### src/rtl/uart_tx_arbiter.sv
// uart_tx_arbiter
//   Round-robin arbiter that shares one uart_tx serializer between NREQ
//   byte-stream requesters. A requester that wins arbitration keeps the
//   transmitter until the byte flagged with req_last has been sent, so packets
//   from different requesters never interleave. The round-robin pointer only
//   moves on packet completion or on a stall timeout.
//
// Ports
//   clk           system clock
//   reset         asynchronous active-high reset
//   req_valid     [NREQ]    per-requester byte valid
//   req_data      [8*NREQ]  per-requester byte, requester i on [8i+7:8i]
//   req_last      [NREQ]    final byte of a packet
//   req_ready     [NREQ]    one-cycle byte-accept strobe (combinational)
//   grant         [NREQ]    one-hot owner of the transmitter
//   tx_start      one-cycle start pulse to uart_tx
//   tx_din        [8]       byte to uart_tx, stable from tx_start to done
//   tx_done_tick  completion pulse from uart_tx
//   busy          high whenever the arbiter is not idle
//   timeout_tick  one-cycle pulse when a stalled grant is revoked
module uart_tx_arbiter #(
   parameter int unsigned NREQ        = 4,
   parameter int unsigned TIMEOUT_CYC = 1048576,
   parameter int unsigned TW          = 21
) (
   input  logic              clk,
   input  logic              reset,
   input  logic [NREQ-1:0]   req_valid,
   input  logic [8*NREQ-1:0] req_data,
   input  logic [NREQ-1:0]   req_last,
   output logic [NREQ-1:0]   req_ready,
   output logic [NREQ-1:0]   grant,
   output logic              tx_start,
   output logic [7:0]        tx_din,
   input  logic              tx_done_tick,
   output logic              busy,
   output logic              timeout_tick
);

   localparam int unsigned PW     = (NREQ > 1) ? $clog2(NREQ) : 1;
   localparam int unsigned TLIM_I = (TIMEOUT_CYC == 0) ? 0 : TIMEOUT_CYC - 1;
   localparam logic [TW-1:0] TLIM    = TW'(TLIM_I);
   localparam logic [PW-1:0] PTR_RST = PW'(NREQ - 1);

   typedef enum logic [1:0] {
      IDLE,
      SEND,
      START,
      WAIT
   } state_t;

   state_t        state;
   logic [PW-1:0] g;
   logic [PW-1:0] ptr;
   logic [TW-1:0] tcnt;
   logic          last_reg;

   logic [PW-1:0] pick;
   logic [PW-1:0] pick_hi;
   logic [PW-1:0] pick_lo;
   logic          hi_ok;
   logic          lo_ok;
   logic          pick_ok;

   // Round-robin search split into two priority scans: the lowest valid index
   // above ptr wins; failing that, the lowest valid index at or below ptr
   // (the wrap-around part of the search).
   always_comb begin
      pick_hi = '0;
      pick_lo = '0;
      hi_ok   = 1'b0;
      lo_ok   = 1'b0;
      for (int unsigned j = 0; j < NREQ; j++) begin
         if (req_valid[j] && (PW'(j) > ptr) && !hi_ok) begin
            pick_hi = PW'(j);
            hi_ok   = 1'b1;
         end
         if (req_valid[j] && (PW'(j) <= ptr) && !lo_ok) begin
            pick_lo = PW'(j);
            lo_ok   = 1'b1;
         end
      end
      pick    = hi_ok ? pick_hi : pick_lo;
      pick_ok = hi_ok | lo_ok;
   end

   // Ready is only offered to the owner while waiting for its next byte.
   always_comb begin
      req_ready = '0;
      if (state == SEND && req_valid[g]) begin
         req_ready[g] = 1'b1;
      end
   end

   always_ff @(posedge clk or posedge reset) begin
      if (reset) begin
         state        <= IDLE;
         g            <= '0;
         ptr          <= PTR_RST;
         grant        <= '0;
         tx_start     <= 1'b0;
         tx_din       <= '0;
         last_reg     <= 1'b0;
         tcnt         <= '0;
         busy         <= 1'b0;
         timeout_tick <= 1'b0;
      end else begin
         tx_start     <= 1'b0;
         timeout_tick <= 1'b0;
         case (state)
            IDLE: begin
               if (pick_ok) begin
                  g           <= pick;
                  grant       <= '0;
                  grant[pick] <= 1'b1;
                  tcnt        <= '0;
                  busy        <= 1'b1;
                  state       <= SEND;
               end
            end
            SEND: begin
               if (req_valid[g]) begin
                  tx_din   <= req_data[{g, 3'b000} +: 8];
                  last_reg <= req_last[g];
                  tcnt     <= '0;
                  tx_start <= 1'b1;
                  state    <= START;
               end else if ((TIMEOUT_CYC != 0) && (tcnt == TLIM)) begin
                  timeout_tick <= 1'b1;
                  grant        <= '0;
                  ptr          <= g;
                  tcnt         <= '0;
                  busy         <= 1'b0;
                  state        <= IDLE;
               end else begin
                  tcnt <= tcnt + TW'(1);
               end
            end
            START: begin
               state <= WAIT;
            end
            WAIT: begin
               if (tx_done_tick) begin
                  if (last_reg) begin
                     grant <= '0;
                     ptr   <= g;
                     busy  <= 1'b0;
                     state <= IDLE;
                  end else begin
                     state <= SEND;
                  end
               end
            end
            default: begin
               state <= IDLE;
            end
         endcase
      end
   end

endmodule
### config.mk
export PLATFORM = sky130hd
export DESIGN_NAME = uart_tx_arbiter
export DESIGN_NICKNAME = d
export VERILOG_FILES = /design/src/rtl/uart_tx_arbiter.sv
export SDC_FILE = /design/constraint.sdc
export NUM_CORES = 1
export LEC_CHECK = 0
export ABC_AREA = 1
export ABC_CLOCK_PERIOD_IN_PS = 2050
export CAP_MARGIN = 20
export CORE_UTILIZATION = 37
export DETAILED_ROUTE_END_ITERATION = 12
export GPL_ROUTABILITY_DRIVEN = 0
export PLACE_DENSITY = 0.7
export SLEW_MARGIN = 15
export SYNTH_ARGS = -nofsm -noshare
export SYNTH_HDL_FRONTEND = slang
export SYNTH_SLANG_ARGS = --single-unit
export TNS_END_PERCENT = 20
### constraint.sdc
create_clock -name clk -period 2.05 [get_ports clk]
set_input_delay 0.5125 -clock clk [delete_from_list [all_inputs] [get_ports clk]]
set_output_delay 0.5125 -clock clk [all_outputs]
set_load 0.01 [all_outputs]
## After elaboration in Yosys (flattened, before gate mapping)

Cells that the tools add are included.

- Add/subtract/negate cells: 1
- Order comparisons: 12
- Equal/unequal tests: 10
- Shifts and indexed selects: 1
- Multiplexer cells: 56
- Bitwise logic cells: 1
- Reductions and logical operators: 33

Operators by type and width:

| cell | count |
|---|---|
| $mux 21 | 3 |
| $pmux 21 s2 | 1 |
| $shiftx 32x6->8 | 1 |
| $mux 2 | 13 |
| $mux 1 | 25 |
| $mux 4 | 6 |
| $add 21x1->21 const B | 1 |
| $eq 21x20->1 const B | 1 |
| $logic_and 1x1->1 | 17 |
| $pmux 4 s3 | 1 |
| $ne 2x2->1 const B | 4 |
| $pmux 2 s4 | 1 |
| $logic_not 1->1 | 6 |
| $lt 2x3->1 const B | 2 |
| $reduce_and 2->1 | 3 |
| $reduce_and 6->1 | 1 |
| $reduce_and 5->1 | 1 |
| $bmux 1 s2 | 2 |
| $demux 1 s2 | 2 |
| $eq 2x2->1 const B | 2 |
| $ge 2x1->1 const B | 2 |
| $gt 1x2->1 const A | 2 |
| $gt 2x2->1 const A | 2 |
| $le 1x2->1 const A | 2 |
| other kinds (11) | 13 |

- Register bits after elaboration: 43
- Input bits: 43
- Output and inout port bits: 19
- Word-level logic and storage cells: 124

## Longest topological paths before layout

- Word-level depth: 19
- Mapped depth: 13
- Depth with buffers taken out: 12

## Least setup slack after synthesis

OpenSTA, ideal clock, no wires.

- Path type: in2out
- Start: in req_valid[0]
- End: out req_ready[0]
- Data arrival time: 1.413 ns
- Required time: 1.537 ns
- Slack: 0.125 ns
- Cell stages on the path: 9
- Buffers on the path: 1
- Cells stage by stage: inv_1 > o21ai_0 > nand2_1 > nand2_1 > nand2_2 > inv_1 > buf_2 > nand2_1 > inv_1

- Longest elaborated chain between the ends: 4

RTL lines:

| element | RTL line | text |
|---|---|---|
| start, declared | 28 | `input logic [NREQ-1:0] req_valid,` |
| $bmux 1 s2 | 90 | `if (state == SEND && req_valid[g]) begin` |
| $mux 1 (implied by the code) | 90 |  |
| $logic_and 1x1->1 | 90 |  |
| $mux 4 | 90 |  |
| end, declared | 31 | `output logic [NREQ-1:0] req_ready,` |

Every way passes these cells. The select of a mux whose other input is x is not followed.

## Worst setup path in the final report

- Start: in req_valid[2]
- End: out req_ready[1]

Same word-level chain as after synthesis.

==> summary.md <==
| Metric | Value |
|---|---|
| Status | completed |
| Post-layout power | 0.00426 W |
| Worst Setup Start Kind | primary input |
| Number of enable flip-flop cells after synthesis | 0 |
| Ratio of cells with drive above 1 in the final layout | 14.7% |
| Post-synthesis instance total | between 300 and 400 |
| Static Leak | around 1.7 nW |
| GRT Max-Usage Layer | met2 |
| Iter 0 DRT Violations | 168 |
| Worst-Skew Late Latency | about 300 ps |
| Vias per inst | 5.07 |
| Register-to-register path setup slack | between 150 and 200 ps |
| Final period demand of the worst path | ~2000 ps |
| Met1 usage in global routing | 25.2% |
| FFs w/ async S/R, synth | 100% |
| CP Capture Type | output pin |
| Number of cells on the worst hold path | 2 |
| Worst slew pin tran | between 300 and 400 ps |
| Most flops, register | tcnt |
| Overflow left after global routing | 0 |
| First-pass GRT wire length | around 13000 µm |
| Number of filler cells placed in the layout | between 600 and 700 |
| Arrival time of data at the critical path endpoint | between 1000 and 1500 ps |
| Clock tree root driver cell | sky130_fd_sc_hd__clkbuf_8 |
| Number of clock sinks | 43 |
| Clock-pin slew on the worst setup and hold paths | about 80 ps |
| Clock skew after layout | about 12 ps |
| Cell Area, Placed | roughly 0.0036 mm² |
| Avg WL per Cell | about 13 µm |
| YS warnings | 0 |
| Final instance area | 0.00377 mm² |
| Largest area contributor in the netlist | sky130_fd_sc_hd__dfrtp_1 |
| Max IR drop VDD | 0.591 mV |
| Nets in the synthesized netlist | approximately 440 |
| Power density normalized to cell area | 1130 mW/mm² |
| Growth of design area from synthesis to finish | 38.7% |
| Largest register FFs | 21 |
| Max-capacitance violation count | 0 |
| Sum of net half-perimeters after detailed placement | between 5000 and 6000 µm |
| WL final | ~7400 µm |
| Number of rows created at floorplan | 30 |
| Floorplan die area | slightly below 0.008 mm² |
| Met2 global-route usage | a little over a third |
| RR Endpoint | tcnt[19] |
| Number of antenna violations at the first check in global routing | 0 |
| Count of cells along the worst register-to-register path | 11 |
| Sequential-to-total area share from yosys stat | around two fifths |
| Die width | 87.8 µm |
| Die outline height | just under 90 µm |
| Synth unique cells | 33 |
| Number of design rule violations left after detail routing | 0 |
| Initial DRT Pass Iterations | 5 |
| Main area contributors after synthesis | sky130_fd_sc_hd__dfrtp_1, sky130_fd_sc_hd__nand2_1, sky130_fd_sc_hd__nand3_1 |
| Cell area after synthesis | between 0.002 and 0.003 mm² |
| Worst hold slack across all endpoints | about 480 ps |
| Max-slew headroom at the worst pin | between 70% and 80% |
| Synth top area share | 37.7% |
| Largest registers | tcnt: 21 flops, tx_din: 8 flops, grant: 4 flops |
| Via count of the first global-routing pass | approximately 2.9k |
| Placed insts | between 500 and 600 |
| Post-route antenna net violation count | 0 |
| Data required time of the critical path | between 1500 and 2000 ps |
| Period utilization | a little over nine tenths |
| Class of the most critical setup path | primary input to output pin |
| Effective utilization at floorplan | 39.2% |
| Worst min-delay path class | flop to flop |
| Most numerous cell in the Yosys netlist | sky130_fd_sc_hd__nand2_1 |
| Worst Hold Endpoint | grant[2] |
| Average size of a mapped cell | a little under 7 µm² |
| Number of input and output port buffers inserted | 61 |
| Synthesis-stage register bit count | 43 |
| IO Count | 62 |
| Max H-tree Level | 2 |
| Maximum net fanout on the critical path | 4 |
| Source of the worst register-to-register timing path | g[0] |
| Hold Violations, Final | 0 |
| Most common flop cell mapped by yosys | sky130_fd_sc_hd__dfrtp_1 |
| # diodes | 0 |
| NumNets Final | between 500 and 600 |
| Maximum number of pins on one net before global-route repair | between 40 and 50 |
| FMAX | 500 MHz |
| Number of vias in the routed layout | around 2.9k |
| Clock tree from TritonCTS | yes |
| Count of non-filler cells in the finished layout | a little under 600 |
| Startpoint of the tightest hold check path | grant[2] |
| CORE AREA | between 0.006 and 0.007 mm² |
| Final setup fails | 0 |
| Count of final max-slew check failures | 0 |
| Most frequent cells after synthesis | sky130_fd_sc_hd__nand2_1, sky130_fd_sc_hd__nor2_1, sky130_fd_sc_hd__dfrtp_1, sky130_fd_sc_hd__nand3_1, sky130_fd_sc_hd__inv_1 |
| TritonCTS buffer count | 5 |
| Overall Global Routing Usage | a little over a fifth |
| Met3 global-route usage | ~5.9% |
| Number of buffers on the longest clock path | 2 |
## per-layer routing
layer | vias to the layer above | part of all wire (%)
met3 | 14 | 8.0
li1 | 1459 | -
met5 | - | 0
met1 | 1333 | 44
met4 | 0 | 2.2
met2 | 122 | 46
## timing repair
| item | in CTS | in global routing |
|---|---|---|
| gates cloned | 0 | 1 |
| buffers inserted | 8 | 2 |
| endpoints found under the setup margin | 4 | 30 |
| resized for setup | 28 | 14 |
| pin swaps | 5 | 2 |
| hold buffers | 0 | 0 |
## power by group
part | total [W] | internal [W] | switching, W
logic | 0.00249 | 0.00111 | 0.00138
clock network | 0.000534 | 0.000238 | 0.000295
registers | 0.00124 | 0.00108 | 0.000159
total | 0.00426 | 0.00243 | 0.00183
## worst max path at each step
stage | startpoint | slack (ps) | to | cells past startpoint
3_3_place_gp | req_valid[0] | -650 | req_ready[1] | 10
2_1_floorplan | req_valid[0] | 120 | req_ready[0] | 9
6_report | req_valid[2] | 50 | req_ready[1] | 10
5_1_grt | g[0] | -2 | req_ready[1] | 8
4_1_cts | req_valid[2] | 60 | req_ready[0] | 10
3_5_place_dp | req_valid[0] | -680 | req_ready[0] | 10
## critical path, cell delays in order
cell and delay [ps]:
sky130_fd_sc_hd__dlygate4sd2_1 210, sky130_fd_sc_hd__inv_1 70, sky130_fd_sc_hd__o21ai_2 160, sky130_fd_sc_hd__nand2_1 90, sky130_fd_sc_hd__nand2_2 90, sky130_fd_sc_hd__nand2_4 80, sky130_fd_sc_hd__inv_4 70, sky130_fd_sc_hd__nand2_1 40
sky130_fd_sc_hd__inv_1 50, sky130_fd_sc_hd__buf_2 120
## per-stage QoR
stage	setup TNS (ps)	utilization [%]	setup WS, ps
finish	0	54.3	51.1
global route	-3.56	54.3	-2.42
CTS	0	53.7	57.4
detailed placement	-4200	51.9	-685
global placement	-3140	51.9	-654
floorplan	0	-	125
## cells by family after synthesis
logic type / count (synthesis) / share of synthesized area [%]
and+or+nand+nor: 244 / 39.3
buffers and inverters: 53 / 8.00
AOI/OAI and AO/OA: 44 / 10.1
DFF: 43 / 39.6
xor gates and xnor gates: 8 / 2.57
adders and majority gates: 1 / 0.460
## layout by cell type (no fill, tap or decap), types with 8 or more instances in the layout
| cell type | instances |
|---|---|
| sky130_fd_sc_hd__nand2_1 | 119 |
| sky130_fd_sc_hd__clkdlybuf4s50_1 | 53 |
| sky130_fd_sc_hd__nor2_1 | 42 |
| sky130_fd_sc_hd__nand3_1 | 40 |
| sky130_fd_sc_hd__dfrtp_1 | 40 |
| sky130_fd_sc_hd__inv_1 | 33 |
| sky130_fd_sc_hd__buf_4 | 28 |
| sky130_fd_sc_hd__nand4_1 | 21 |
| sky130_fd_sc_hd__o21ai_0 | 15 |
| sky130_fd_sc_hd__a22oi_1 | 9 |
| sky130_fd_sc_hd__o21a_1 | 8 |
## final cells by class
cell class	instances	area, µm²	share of cell area, %
Tap cell	96	120	3.18
Inverter	42	165	4.38
Multi-Input combinational cell	297	1460	38.7
Clock buffer	6	72.6	1.92
Clock inverter	2	12.5	0.332
Sequential cell	43	1080	28.6
Timing Repair Buffer	92	862	22.8
Note: power is estimated with default switching activity, not from simulation.
